===== src/rtl/ysyx_25030081_cu_pkg.sv =====
// rtl/ysyx_25030081_cu_pkg.sv - shared codes and control bundle for the multi-cycle control unit
package ysyx_25030081_cu_pkg;

   localparam logic [2:0] S_FETCH  = 3'd0;
   localparam logic [2:0] S_DECODE = 3'd1;
   localparam logic [2:0] S_EXEC   = 3'd2;
   localparam logic [2:0] S_MEM    = 3'd3;
   localparam logic [2:0] S_WB     = 3'd4;
   localparam logic [2:0] S_HALT   = 3'd5;
   localparam logic [2:0] S_TRAP   = 3'd6;

   localparam logic [6:0] OPC_LUI    = 7'b0110111;
   localparam logic [6:0] OPC_AUIPC  = 7'b0010111;
   localparam logic [6:0] OPC_JAL    = 7'b1101111;
   localparam logic [6:0] OPC_JALR   = 7'b1100111;
   localparam logic [6:0] OPC_BRANCH = 7'b1100011;
   localparam logic [6:0] OPC_LOAD   = 7'b0000011;
   localparam logic [6:0] OPC_STORE  = 7'b0100011;
   localparam logic [6:0] OPC_OP_IMM = 7'b0010011;
   localparam logic [6:0] OPC_OP     = 7'b0110011;
   localparam logic [6:0] OPC_FENCE  = 7'b0001111;
   localparam logic [6:0] OPC_SYSTEM = 7'b1110011;

   localparam logic [31:0] INST_ECALL  = 32'h0000_0073;
   localparam logic [31:0] INST_EBREAK = 32'h0010_0073;

   localparam logic [3:0] ALU_ADD    = 4'd0;
   localparam logic [3:0] ALU_SUB    = 4'd1;
   localparam logic [3:0] ALU_SLL    = 4'd2;
   localparam logic [3:0] ALU_SLT    = 4'd3;
   localparam logic [3:0] ALU_SLTU   = 4'd4;
   localparam logic [3:0] ALU_XOR    = 4'd5;
   localparam logic [3:0] ALU_SRL    = 4'd6;
   localparam logic [3:0] ALU_SRA    = 4'd7;
   localparam logic [3:0] ALU_OR     = 4'd8;
   localparam logic [3:0] ALU_AND    = 4'd9;
   localparam logic [3:0] ALU_COPY_B = 4'd10;

   localparam logic [2:0] EXT_I = 3'd0;
   localparam logic [2:0] EXT_S = 3'd1;
   localparam logic [2:0] EXT_B = 3'd2;
   localparam logic [2:0] EXT_U = 3'd3;
   localparam logic [2:0] EXT_J = 3'd4;

   localparam logic [3:0] BR_NONE = 4'd0;
   localparam logic [3:0] BR_JAL  = 4'd1;
   localparam logic [3:0] BR_JALR = 4'd2;
   localparam logic       BR_COND = 1'b1;

   localparam logic       ALU_SRC_RS1 = 1'b0;
   localparam logic       ALU_SRC_PC  = 1'b1;
   localparam logic [1:0] B_SRC_RS2   = 2'd0;
   localparam logic [1:0] B_SRC_IMM   = 2'd1;
   localparam logic [1:0] B_SRC_FOUR  = 2'd2;

   typedef struct packed {
      logic [2:0] ext_op;
      logic       alu_a_src;
      logic [1:0] alu_b_src;
      logic [3:0] alu_op;
      logic [3:0] branch;
      logic       mem_to_reg;
      logic       rd_wr;
      logic       is_load;
      logic       is_store;
      logic [2:0] lsu_op;
   } ctl_t;

   // alt selects SUB for funct3 000 and SRA for funct3 101
   function automatic logic [3:0] alu_from_f3(input logic [2:0] f3, input logic alt);
      case (f3)
         3'b000:  return alt ? ALU_SUB : ALU_ADD;
         3'b001:  return ALU_SLL;
         3'b010:  return ALU_SLT;
         3'b011:  return ALU_SLTU;
         3'b100:  return ALU_XOR;
         3'b101:  return alt ? ALU_SRA : ALU_SRL;
         3'b110:  return ALU_OR;
         default: return ALU_AND;
      endcase
   endfunction

endpackage


===== src/rtl/ysyx_25030081_idu_dec.sv =====
// rtl/ysyx_25030081_idu_dec.sv - combinational RV32I/RV32E decoder, IR to control bundle
module ysyx_25030081_idu_dec
   import ysyx_25030081_cu_pkg::*;
#(
   parameter bit RVE       = 1'b0,
   parameter bit EN_EBREAK = 1'b1
) (
   input  logic [31:0] ir,
   output ctl_t        ctl,
   output logic        illegal,
   output logic        ebreak
);

   logic [6:0] opcode;
   logic [2:0] f3;
   logic [6:0] f7;
   logic [4:0] rd, rs1, rs2;
   logic       bad, use_rd, use_rs1, use_rs2;

   assign opcode = ir[6:0];
   assign f3     = ir[14:12];
   assign f7     = ir[31:25];
   assign rd     = ir[11:7];
   assign rs1    = ir[19:15];
   assign rs2    = ir[24:20];

   always_comb begin
      ctl     = '0;
      bad     = 1'b0;
      use_rd  = 1'b0;
      use_rs1 = 1'b0;
      use_rs2 = 1'b0;
      ebreak  = 1'b0;
      case (opcode)
         OPC_LUI: begin
            ctl.ext_op    = EXT_U;
            ctl.alu_op    = ALU_COPY_B;
            ctl.alu_b_src = B_SRC_IMM;
            use_rd        = 1'b1;
         end
         OPC_AUIPC: begin
            ctl.ext_op    = EXT_U;
            ctl.alu_a_src = ALU_SRC_PC;
            ctl.alu_b_src = B_SRC_IMM;
            use_rd        = 1'b1;
         end
         OPC_JAL: begin
            ctl.ext_op    = EXT_J;
            ctl.alu_a_src = ALU_SRC_PC;
            ctl.alu_b_src = B_SRC_FOUR;
            ctl.branch    = BR_JAL;
            use_rd        = 1'b1;
         end
         OPC_JALR: begin
            ctl.ext_op    = EXT_I;
            ctl.alu_a_src = ALU_SRC_PC;
            ctl.alu_b_src = B_SRC_FOUR;
            ctl.branch    = BR_JALR;
            use_rd        = 1'b1;
            use_rs1       = 1'b1;
            bad           = (f3 != 3'b000);
         end
         OPC_BRANCH: begin
            ctl.ext_op    = EXT_B;
            ctl.alu_op    = ALU_SUB;
            ctl.alu_b_src = B_SRC_RS2;
            ctl.branch    = {BR_COND, f3};
            use_rs1       = 1'b1;
            use_rs2       = 1'b1;
            bad           = (f3 == 3'b010) || (f3 == 3'b011);
         end
         OPC_LOAD: begin
            ctl.ext_op     = EXT_I;
            ctl.alu_b_src  = B_SRC_IMM;
            ctl.mem_to_reg = 1'b1;
            ctl.is_load    = 1'b1;
            ctl.lsu_op     = f3;
            use_rd         = 1'b1;
            use_rs1        = 1'b1;
            bad            = (f3 == 3'b011) || (f3 == 3'b110) || (f3 == 3'b111);
         end
         OPC_STORE: begin
            ctl.ext_op    = EXT_S;
            ctl.alu_b_src = B_SRC_IMM;
            ctl.is_store  = 1'b1;
            ctl.lsu_op    = f3;
            use_rs1       = 1'b1;
            use_rs2       = 1'b1;
            bad           = (f3[2] || f3 == 3'b011);
         end
         OPC_OP_IMM: begin
            ctl.ext_op    = EXT_I;
            ctl.alu_b_src = B_SRC_IMM;
            // for non-shift ops the upper bits are immediate, so only 101 may pick SRA
            ctl.alu_op    = alu_from_f3(f3, (f3 == 3'b101) && f7[5]);
            use_rd        = 1'b1;
            use_rs1       = 1'b1;
            if (f3 == 3'b001)
               bad = (f7 != 7'b0000000);
            else if (f3 == 3'b101)
               bad = (f7 != 7'b0000000) && (f7 != 7'b0100000);
         end
         OPC_OP: begin
            ctl.alu_b_src = B_SRC_RS2;
            ctl.alu_op    = alu_from_f3(f3, f7[5]);
            use_rd        = 1'b1;
            use_rs1       = 1'b1;
            use_rs2       = 1'b1;
            if (f7 == 7'b0100000)
               bad = (f3 != 3'b000) && (f3 != 3'b101);
            else
               bad = (f7 != 7'b0000000);
         end
         OPC_FENCE: begin
            bad = (f3 != 3'b000);
         end
         OPC_SYSTEM: begin
            if (ir == INST_EBREAK && EN_EBREAK)
               ebreak = 1'b1;
            else if (ir != INST_ECALL)
               bad = 1'b1;
         end
         default: bad = 1'b1;
      endcase
      ctl.rd_wr = use_rd && (rd != 5'd0);
      illegal   = bad || (RVE && ((use_rd && rd[4]) || (use_rs1 && rs1[4]) || (use_rs2 && rs2[4])));
   end

endmodule


===== src/rtl/ysyx_25030081_mcu.sv =====
// rtl/ysyx_25030081_mcu.sv - multi-cycle control FSM sequencing fetch, decode, execute, memory, writeback
module ysyx_25030081_mcu
   import ysyx_25030081_cu_pkg::*;
#(
   parameter bit RVE       = 1'b0,
   parameter bit EN_EBREAK = 1'b1
) (
   input  logic        clk,
   input  logic        rst,
   output logic        ifu_req,
   input  logic        ifu_valid,
   input  logic [31:0] inst,
   output logic        lsu_req,
   output logic        lsu_wr,
   output logic [2:0]  lsu_op,
   input  logic        lsu_done,
   output logic [2:0]  ext_op,
   output logic        alu_a_src,
   output logic [1:0]  alu_b_src,
   output logic [3:0]  alu_op,
   output logic [3:0]  branch,
   output logic        mem_to_reg,
   output logic        reg_wr,
   output logic        pc_wr,
   output logic        illegal,
   output logic        halt
);

   logic [2:0]  state;
   logic [31:0] ir;
   ctl_t        ctl_q;
   ctl_t        dec_ctl;
   logic        dec_illegal;
   logic        dec_ebreak;

   ysyx_25030081_idu_dec #(
      .RVE       (RVE),
      .EN_EBREAK (EN_EBREAK)
   ) u_dec (
      .ir      (ir),
      .ctl     (dec_ctl),
      .illegal (dec_illegal),
      .ebreak  (dec_ebreak)
   );

   always_ff @(posedge clk) begin
      if (rst) begin
         state <= S_FETCH;
         ir    <= '0;
         ctl_q <= '0;
      end else begin
         case (state)
            S_FETCH: begin
               if (ifu_valid) begin
                  ir    <= inst;
                  state <= S_DECODE;
               end
            end
            S_DECODE: begin
               ctl_q <= dec_ctl;
               if (dec_illegal)
                  state <= S_TRAP;
               else if (dec_ebreak)
                  state <= S_HALT;
               else
                  state <= S_EXEC;
            end
            S_EXEC:  state <= (ctl_q.is_load || ctl_q.is_store) ? S_MEM : S_WB;
            S_MEM: begin
               if (lsu_done)
                  state <= ctl_q.is_load ? S_WB : S_FETCH;
            end
            S_WB:    state <= S_FETCH;
            S_HALT:  state <= S_HALT;
            default: state <= S_TRAP;
         endcase
      end
   end

   // rst gates the handshakes and strobes so nothing is issued while it is held
   assign ifu_req    = !rst && (state == S_FETCH);
   assign lsu_req    = !rst && (state == S_MEM);
   assign lsu_wr     = lsu_req && ctl_q.is_store;
   assign lsu_op     = ctl_q.lsu_op;
   assign reg_wr     = !rst && (state == S_WB) && ctl_q.rd_wr;
   assign pc_wr      = !rst && ((state == S_WB) || (lsu_req && lsu_done && ctl_q.is_store));
   assign illegal    = !rst && (state == S_TRAP);
   assign halt       = !rst && (state == S_HALT);

   assign ext_op     = ctl_q.ext_op;
   assign alu_a_src  = ctl_q.alu_a_src;
   assign alu_b_src  = ctl_q.alu_b_src;
   assign alu_op     = ctl_q.alu_op;
   assign branch     = ctl_q.branch;
   assign mem_to_reg = ctl_q.mem_to_reg;

endmodule


===== config.mk =====
export PLATFORM = sky130hd
export DESIGN_NAME = ysyx_25030081_mcu
export DESIGN_NICKNAME = d
export VERILOG_FILES = /design/src/rtl/ysyx_25030081_cu_pkg.sv /design/src/rtl/ysyx_25030081_idu_dec.sv /design/src/rtl/ysyx_25030081_mcu.sv
export SDC_FILE = /design/constraint.sdc
export NUM_CORES = 1
export LEC_CHECK = 0
export ABC_CLOCK_PERIOD_IN_PS = 3350
export BUFFER_PORTS_ARGS = -buffer_cell sky130_fd_sc_hd__buf_4
export CORE_MARGIN = 3
export CORE_UTILIZATION = 55
export CTS_CLUSTER_SIZE = 20
export DETAILED_ROUTE_END_ITERATION = 10
export PLACE_DENSITY = 0.84
export SLEW_MARGIN = 20
export SYNTH_ARGS = -nofsm -noshare
export SYNTH_HDL_FRONTEND = slang
export SYNTH_SLANG_ARGS = --single-unit
export TNS_END_PERCENT = 1

===== constraint.sdc =====
create_clock -name clk -period 3.35 [get_ports clk]
set_input_delay 0.1675 -clock clk [delete_from_list [all_inputs] [get_ports clk]]
set_output_delay 0.1675 -clock clk [all_outputs]
set_load 0.01 [all_outputs]

Word-level counts from Yosys, hierarchy flattened
Index checks and enable logic that the tools add are counted.

cells by class
  equal/unequal tests = 31
  muxes and demuxes = 30
  reductions and logical operators = 36

operator list
  cell                  count
  $pmux 4 s7            2
  $eq 32x21->1 const B  1
  $ne 32x7->1 const B   1
  $eq 7x6->1 const B    4
  $eq 7x7->1 const B    4
  $eq 3x3->1 const B    7
  $mux 3                7
  $pmux 3 s6            1
  $pmux 4 s4            1
  $mux 1                15
  $eq 7x5->1 const B    2
  $logic_and 1x1->1     14
  $eq 3x2->1 const B    4
  $pmux 3 s4            1
  $pmux 4 s3            1
  $pmux 1 s8            1
  $reduce_or 2->1       4
  $eq 7x2->1 const B    1
  $eq 7x4->1 const B    1
  $ne 7x6->1 const B    1
  $reduce_bool 7->1     1
  $reduce_or 7->1       1
  $eq 3x1->1 const B    2
  $logic_not 3->1       2
  other kinds (10)      18

storage, ports and cells
  register bits = 55
  bits of input ports = 36
  output and inout bits = 25
  logic and storage cells = 108

Longest topological paths before layout
Gate-level depths: netlist of the first run.

  depth after elaboration = 7
  gate-level depth with buffers = 8
  gate-level depth less buffers = 5

By module
From an unflattened synthesis of the first run, not the netlist that was laid out.

unflattened totals
  cells, all modules = 394
  area, all modules = 3024.2 um^2

by module, submodules not included
  module                 instances  cells an instance  area each (um^2)  seq. area each (um^2)
  ysyx_25030081_mcu      1          293                2423.6            1121.1
  ysyx_25030081_idu_dec  1          101                600.6             0.0

Least setup slack after synthesis of the first run
No wires, ideal clock.

  path type = register to register
  from = reg ir[21]
  to = reg state[1]
  library setup time = 115 ps
  arrival time = 1437 ps
  required time = 3235 ps
  setup slack = 1798 ps
  stages on the path, launching flop included = 6
  buffers on the path = 0
  clock period less this slack = 1552 ps
  cell sequence = dfxtp_1 > or4_1 > nor4_2 > and4_1 > a31oi_1 > o21a_1

on the way
  cells in the longest elaborated chain, start to end = 6
  elaborated cells between the ends (all ways) = 10
  those cells by class = 2 x eq/ne; 8 x mux

ends and longest elaborated chain
  what                                         RTL line                                                    source
  from (decl)                                  ysyx_25030081_mcu.sv:30                                     logic [31:0] ir;
  from (signal assigned)                       ysyx_25030081_mcu.sv:55                                     ir <= inst;
  $ne 32x7->1 or $eq 32x21->1 (tied branches)  ysyx_25030081_idu_dec.sv:120, ysyx_25030081_idu_dec.sv:118
  $mux 1 (on tied branches)                    ysyx_25030081_idu_dec.sv:120, ysyx_25030081_idu_dec.sv:118
  $mux 1 (on tied branches)                    ysyx_25030081_idu_dec.sv:118, ysyx_25030081_idu_dec.sv:34
  $pmux 1 s8 or $mux 3 (tied branches)         ysyx_25030081_idu_dec.sv:34, ysyx_25030081_mcu.sv:63
  $mux 3 *                                     ysyx_25030081_mcu.sv:61                                     if (dec_illegal)
  $pmux 3 s6 *                                 ysyx_25030081_mcu.sv:52                                     case (state)
  to (signal assigned)                         ysyx_25030081_mcu.sv:68                                     S_EXEC: state <= (ctl_q.is_load || ctl_q.is_store) ? S_MEM : S_WB;
  to (signal assigned)                         ysyx_25030081_mcu.sv:71                                     state <= ctl_q.is_load ? S_WB : S_FETCH;
  to (decl)                                    ysyx_25030081_mcu.sv:29                                     logic [2:0] state;

Every way passes the cells marked *; elsewhere a longest branch is shown, timed or not.
A chain may end at the register's enable or synchronous reset.

Final worst setup path of the first run
  from = reg state[0]
  to = reg ctl_q[5] (netlist bit)

on the way
  cells in the longest elaborated chain, start to end = 1

ends and longest elaborated chain
  what                  RTL line                 source
  $eq 3x1->1            ysyx_25030081_mcu.sv:52
  to (signal assigned)  ysyx_25030081_mcu.sv:60  ctl_q <= dec_ctl;
  to (decl)             ysyx_25030081_mcu.sv:31  ctl_t ctl_q;

Every way passes these cells.

==> results of run 1 <==
kinds of logic after synthesis:
logic type      share of synthesized area, %
compound gates                          19.6
xor+xnor                               0.321
buf+inv                                 9.77
flops                                   40.4
mux                                    0.780
simple gates                            29.2
placed cells by master, fill, tap and decap left out, types with 3 or more instances in the layout:
cell type,netlist,layout
nand3_1,6,6
a21oi_1,57,57
buf_4,16,60
clkinv_2,0,3
a211oi_1,4,4
clkbuf_8,0,5
nor4_1,5,5
or4_1,5,5
nand2b_1,3,3
inv_1,3,3
nand2_1,87,87
nor2_1,21,21
dfxtp_1,55,55
and2_1,3,3
nor3_1,9,9
o211ai_1,3,3
nand4_1,6,6
o21ai_0,10,10
worst register-to-register path: cells and delay by family, from the launching register on:
family,cells,cell delay (ns)
AOI/OAI and AO/OA,1,0.14
DFF,1,0.63
and+or+nand+nor,2,1.25
per-layer routing:
layer / GRT usage, % / wire length, microns / vias to the layer above / part of all wire, %
li1: - / - / 1275 / -
met4: 5.43 / 56 / 0 / 0.94
met1: 26.2 / 2740 / 1094 / 46
met5: 0 / 0 / - / 0
met2: 35.0 / 2860 / 68 / 48
met3: 4.26 / 277 / 6 / 4.7
power breakdown:
group          switching, uW  internal [uW]
registers               67.4            702
clock network            206            144
logic                    165            128
total                    439            974
metrics by stage:
step | worst slack, ns | utilization, % | instances | cell area (sq um) | power (uW)
floorplan | 1.80 | - | 361 | 2730 | 998
global route | 1.04 | 67.7 | 448 | 3090 | 1490
global placement | 1.36 | 65.8 | 440 | 3000 | 1070
CTS | 1.28 | 67.7 | 448 | 3090 | 1420
detailed placement | 1.30 | 65.8 | 440 | 3000 | 1080
finish | 1.27 | 67.7 | 448 | 3090 | 1410
registers in the layout, indices dropped and copies added (netlist names):
name       count
ctl_q          3
ir            32
branch         4
alu_a_src      1
state          3
lsu_op         3
ext_op         3
alu_b_src      2
alu_op         4
worst max-delay path by stage:
stage,start,to
6_report,state[0],ctl_q[5]
5_1_grt,state[0],branch[0]
4_1_cts,state[0],ctl_q[5]
3_5_place_dp,state[0],ctl_q[5]
3_3_place_gp,state[0],ctl_q[5]
2_1_floorplan,ir[21],state[1]
cell type report:
type                       instances  area, sq um  share of cell area (%)
inverter                           3         11.3                   0.365
clock inverter                     3         15.0                   0.486
tap                               65         81.3                    2.63
timing repair buffer              60          450                    14.6
clock buffer                       5         68.8                    2.23
multi-input combinational        257         1360                    44.0
sequential                        55         1100                    35.7
==> metrics, run 1 <==
outcome=finished clean; Chip Width=about 76 microns; syn avg cell area=approximately 7.6 sq um; final period utilization=62.0%; Vert. Die Dim=about 76 microns; worst r2r src=state[0]; Worst Hold Depth=3; largest cells by area after synthesis=dfxtp_1 (40%), nand2_1 (12%), a21oi_1 (10%); Leakage=0.00119 uW; Syn Inst Count=361; worst r2r dst=ctl_q[5]; largest net degree at the start of global routing=62; Tot GR Track Use=20.5%; vias per cell=roughly 5.5; vias in the first global route=about 2200; Startpoint Class=flop; Post-layout nets=418; CP Class=reg -> reg; RePlAce Congestion=0.840; Worst R2R Path Depth=3; FMAX=0.481 GHz; Max FO, Critical Path=22; CP peak stage delay=roughly 0.66 ns; WHS Endpoint=ir[9]; Post-CTS Resized=0; cell at the slowest stage of the critical path=or4_1; Worst EP arrival=between 2 and 2.5 ns; clock slew at the register clock pins of the worst setup and hold paths=~0.09 ns; Worst Min Path Start=inst[9]; post-DP HPWL=roughly 4.2 mm; total CTS buffers=5; CP Cell Sequence=nand2_1, or4_1, a21oi_1; count leader, synth=nand2_1; initial core utilization=59.8%; RSZ-0062 raised after global routing=no; Yosys reg bits=between 50 and 60; share of cells above drive strength 1=20.1%; post-synth top area share=between 40% and 50%; Required @ worst endpoint=around 3.6 ns; H-tree depth=2; Post-synth top flop=dfxtp_1; WL final=5.93 mm; register-to-register setup slack=1.27 ns; hold crit path type=in -> reg; die area=roughly 5800 sq um; setup bufs post-CTS=0; Sink Count=55; Bufs and invs on worst path=0; Mapped Nets=397; initial antenna violation count=0; row count=24; Pwr Density=roughly 460 nW/um^2; dominant cell type by area after synthesis=dfxtp_1; Post-DRT Antenna Nets=0; WHS=0.0966 ns; crit end category=flop; first-pass GRT wire length=9.99 mm; CTS tree=done; core box area=approximately 4600 sq um; # diodes=0; FILL cells=427; ys async rst share=0%; relative slew slack=between 30 and 40%; Synth cell types=50; worst-skew pair later-pin latency=0.31 ns; Commonest cells post-synth=nand2_1 (87), a21oi_1 (57), dfxtp_1 (55), nor2_1 (21), clkbuf_1 (17); max-slew violations=0; MaxCap Viol Count=0; CP delay by family, top=simple AND/OR/NAND/NOR gates; clk root buf=clkbuf_8; IO buf count=60; Post-synth EDFFs=0; Starting DRT DRC Count=approximately 200; Netlist Area Pre-Place=approximately 2700 sq um; VDD IR max=approximately 0.3 mV; final clock skew=0.00520 ns; Final Hold Vio Count=0; Worst path depth=3; global route overflow=0; # setup viols final=0; sequential area share after synthesis=40.4%; drt wl/cell=between 10 and 15 microns; hold_buf cts=0; worst-case clock buffer depth=2; Final min period=about 2.1 ns; Syn. warnings=0; Slew @ Worst Pin=1.04 ns; drt first pass iters=4; Area Overhead vs Synth=13.2%; drt drc=0; Fin Setup TNS=0 ns; vias post-DR=about 2400; Ports=between 60 and 70
(Power assumes the default switching activity.)
==> inputs of run 2 (changes only) <==
Settings changed: ABC_AREA from default to 1, ABC_CLOCK_PERIOD_IN_PS 3350 to 2100, CORE_UTILIZATION 55 to 54, PLACE_DENSITY 0.84 to 0.82.
Clock period 3.35 ns to 2.1 ns, I/O delays scaled along.
==> metrics, run 2 <==
outcome=finished clean (unchanged); clk root buf=clkbuf_8 (unchanged); Slew @ Worst Pin=0.513 ns (was 1.04 ns); Post-CTS Resized=0 (unchanged); Required @ worst endpoint=2.28 ns (was 3.59 ns); first-pass GRT wire length=10.6 mm (was 9.99 mm); largest net degree at the start of global routing=61 (was 62); die area=6050 sq um (was 5840 sq um); crit end category=flop (unchanged); Synth cell types=33 (was 50); dpl cell area=3130 sq um (was 3000 sq um); global route overflow=0 (unchanged); drt first pass iters=5 (was 4); FILL cells=424 (was 427); Tot GR Track Use=21.3% (was 20.5%); # diodes=0 (unchanged); post-DP HPWL=4.94 mm (was 4.17 mm); share of cells above drive strength 1=21.0% (was 20.1%); largest cells by area after synthesis=dfxtp_1 (40%), a21oi_1 (9.0%), nand2_1 (8.0%) (was dfxtp_1 (40%), nand2_1 (12%), a21oi_1 (10%)); Worst Min Path Start=inst[8] (was inst[9]); Vert. Die Dim=77.8 microns (was 76.4 microns); Syn. warnings=0 (unchanged); vias post-DR=2671 (was 2443); CP Class=reg -> reg (unchanged); drt wl/cell=12.6 microns (was 13.2 microns); Sink Count=55 (unchanged); syn avg cell area=6.94 sq um (was 7.56 sq um); Reg area=1100 sq um (unchanged); Fin Setup TNS=0 ns (unchanged); Chip Width=77.8 microns (was 76.4 microns); relative slew slack=65.8% (was 30.6%); ys async rst share=0% (unchanged); Worst R2R Path Depth=7 (was 3); MaxCap Viol Count=0 (unchanged); vias per cell=5.28 (was 5.45); Netlist Area Pre-Place=2780 sq um (was 2730 sq um); Mapped Nets=437 (was 397); drt drc=0 (unchanged); setup bufs post-CTS=0 (unchanged); IO buf count=60 (unchanged); hold crit path type=in -> reg (unchanged); Leakage=0.00143 uW (was 0.00119 uW); Post-layout nets=474 (was 418); sequential area share after synthesis=39.6% (was 40.4%); count leader, synth=nand2_1 (unchanged); max reg flops=32 (unchanged); FMAX=0.630 GHz (was 0.481 GHz); final clock skew=0.00901 ns (was 0.00520 ns); RSZ-0062 raised after global routing=no (unchanged); worst-skew pair later-pin latency=0.31 ns (about the same); Commonest cells post-synth=nand2_1 (59), dfxtp_1 (55), inv_1 (52), a21oi_1 (50), nor2_1 (40) (was nand2_1 (87), a21oi_1 (57), dfxtp_1 (55), nor2_1 (21), clkbuf_1 (17)); CTS tree=done (unchanged); # setup viols final=0 (unchanged); Pwr Density=1130 nW/um^2 (was 457 nW/um^2); RePlAce Congestion=1.03 (was 0.840); vias in the first global route=2411 (was 2210); core box area=4850 sq um (was 4560 sq um); Worst Hold Depth=3 (unchanged); Final Hold Vio Count=0 (unchanged); Final min period=1.59 ns (was 2.08 ns); most frequent cells in the layout=buf_4 (63), nand2_1 (59), dfxtp_1 (55) (was nand2_1 (87), buf_4 (60), a21oi_1 (57)); clock slew at the register clock pins of the worst setup and hold paths=0.09 ns (about the same); Final Cell Area=3230 sq um (was 3090 sq um); Synth Area in Adders=0% (unchanged); worst r2r src=state[1] (was state[0]); area occupied by multi-input gates=1260 sq um (was 1360 sq um); max-slew violations=0 (unchanged); worst r2r dst=ir[12] (was ctl_q[5]); Post-synth EDFFs=0 (unchanged); Max FO, Critical Path=60 (was 22); post-synth top area share=39.6% (was 40.4%); worst-case clock buffer depth=2 (unchanged); dominant cell type by area after synthesis=dfxtp_1 (unchanged); row count=25 (was 24); Startpoint Class=flop (unchanged); Yosys reg bits=55 (unchanged); most common cell after layout, fill and taps aside=buf_4 (was nand2_1); Area Overhead vs Synth=16.3% (was 13.2%); WL final=6.35 mm (was 5.93 mm); H-tree depth=2 (unchanged); Synth Area in XOR/XNOR=0% (was 0.321%); Ports=61 (unchanged); mux contribution to synthesized area=0% (was 0.780%); final period utilization=75.6% (was 62.0%); most flop-heavy register=ir (unchanged); hold_buf cts=0 (unchanged); Starting DRT DRC Count=203 (was 202); Post-DRT Antenna Nets=0 (unchanged); VDD IR max=0.617 mV (was 0.299 mV); simple-gate share of the synthesized area=24.9% (was 29.2%); Syn Inst Count=401 (was 361); largest family of logic cells by synthesized area=simple AND/OR/NAND/NOR gates (unchanged); WHS Endpoint=ir[8] (was ir[9]); total CTS buffers=5 (unchanged); initial core utilization=57.4% (was 59.8%); post-synthesis compound-gate area fraction=20.5% (was 19.6%); initial antenna violation count=0 (unchanged); Worst EP arrival=1.77 ns (was 2.31 ns); Post-synth top flop=dfxtp_1 (unchanged); register-to-register setup slack=0.51 ns (was 1.27 ns)
## run 2: worst max path at each step
stage / start / end / cells past startpoint / slack, ns
floorplan: state[1] / state[0] / 8 / 0.80
global placement: state[1] / ir[3] / 7 / 0.52
detailed placement: state[1] / ir[12] / 7 / 0.54
CTS: state[1] / ir[12] / 7 / 0.52
global route: state[1] / ir[3] / 7 / 0.37
finish: state[1] / ir[12] / 7 / 0.51
## run 2: worst max-delay path: stages, from the launching register on
cell,delay [ns]
dfxtp_1,0.40
nor2_2,0.17
inv_2,0.06
nor2_4,0.18
nand2_2,0.06
buf_4,0.27
o21ai_0,0.25
a21oi_1,0.06
## run 2: kinds of logic (layout without fill, tap and decap cells)
| logic type | after synthesis | count (layout) |
|---|---|---|
| flops | 55 | 55 |
| compound gates | 104 | 104 |
| buf+inv | 90 | 128 |
| simple gates | 152 | 152 |
## run 2: layer usage
metal	wire (microns)	vias up	global-route usage (%)	share of wire (%)
li1	-	1366	-	-
met1	2830	1200	28.0	45
met2	3050	98	35.2	48
met3	414	7	4.18	6.5
met4	61	0	6.23	0.96
met5	0	-	0	0
## run 2: report_power, final
group | internal [uW] | switching, uW
clock network | 301 | 318
logic | 538 | 925
registers | 1350 | 228
## run 2: final cells by class
type | count | share of cell area, %
repair buffers | 63 | 14.6
flip-flops and latches | 55 | 34.0
inverters | 57 | 6.62
clock buffers | 8 | 3.09
multi-input cells | 256 | 39.0
well taps | 67 | 2.59
## run 2: stage by stage
stage / setup slack (ns) / utilization [%] / hold slack, ns / total power, uW / cells
finish: 0.513 / 66.7 / 0.0630 / 3660 / 506
detailed placement: 0.540 / 64.6 / 0.377 / 3060 / 498
global placement: 0.517 / 64.6 / 0.366 / 3030 / 498
CTS: 0.521 / 66.7 / 0.0590 / 3680 / 506
global route: 0.368 / 66.7 / 0.0713 / 3970 / 506
floorplan: 0.803 / - / 0.269 / 2710 / 401
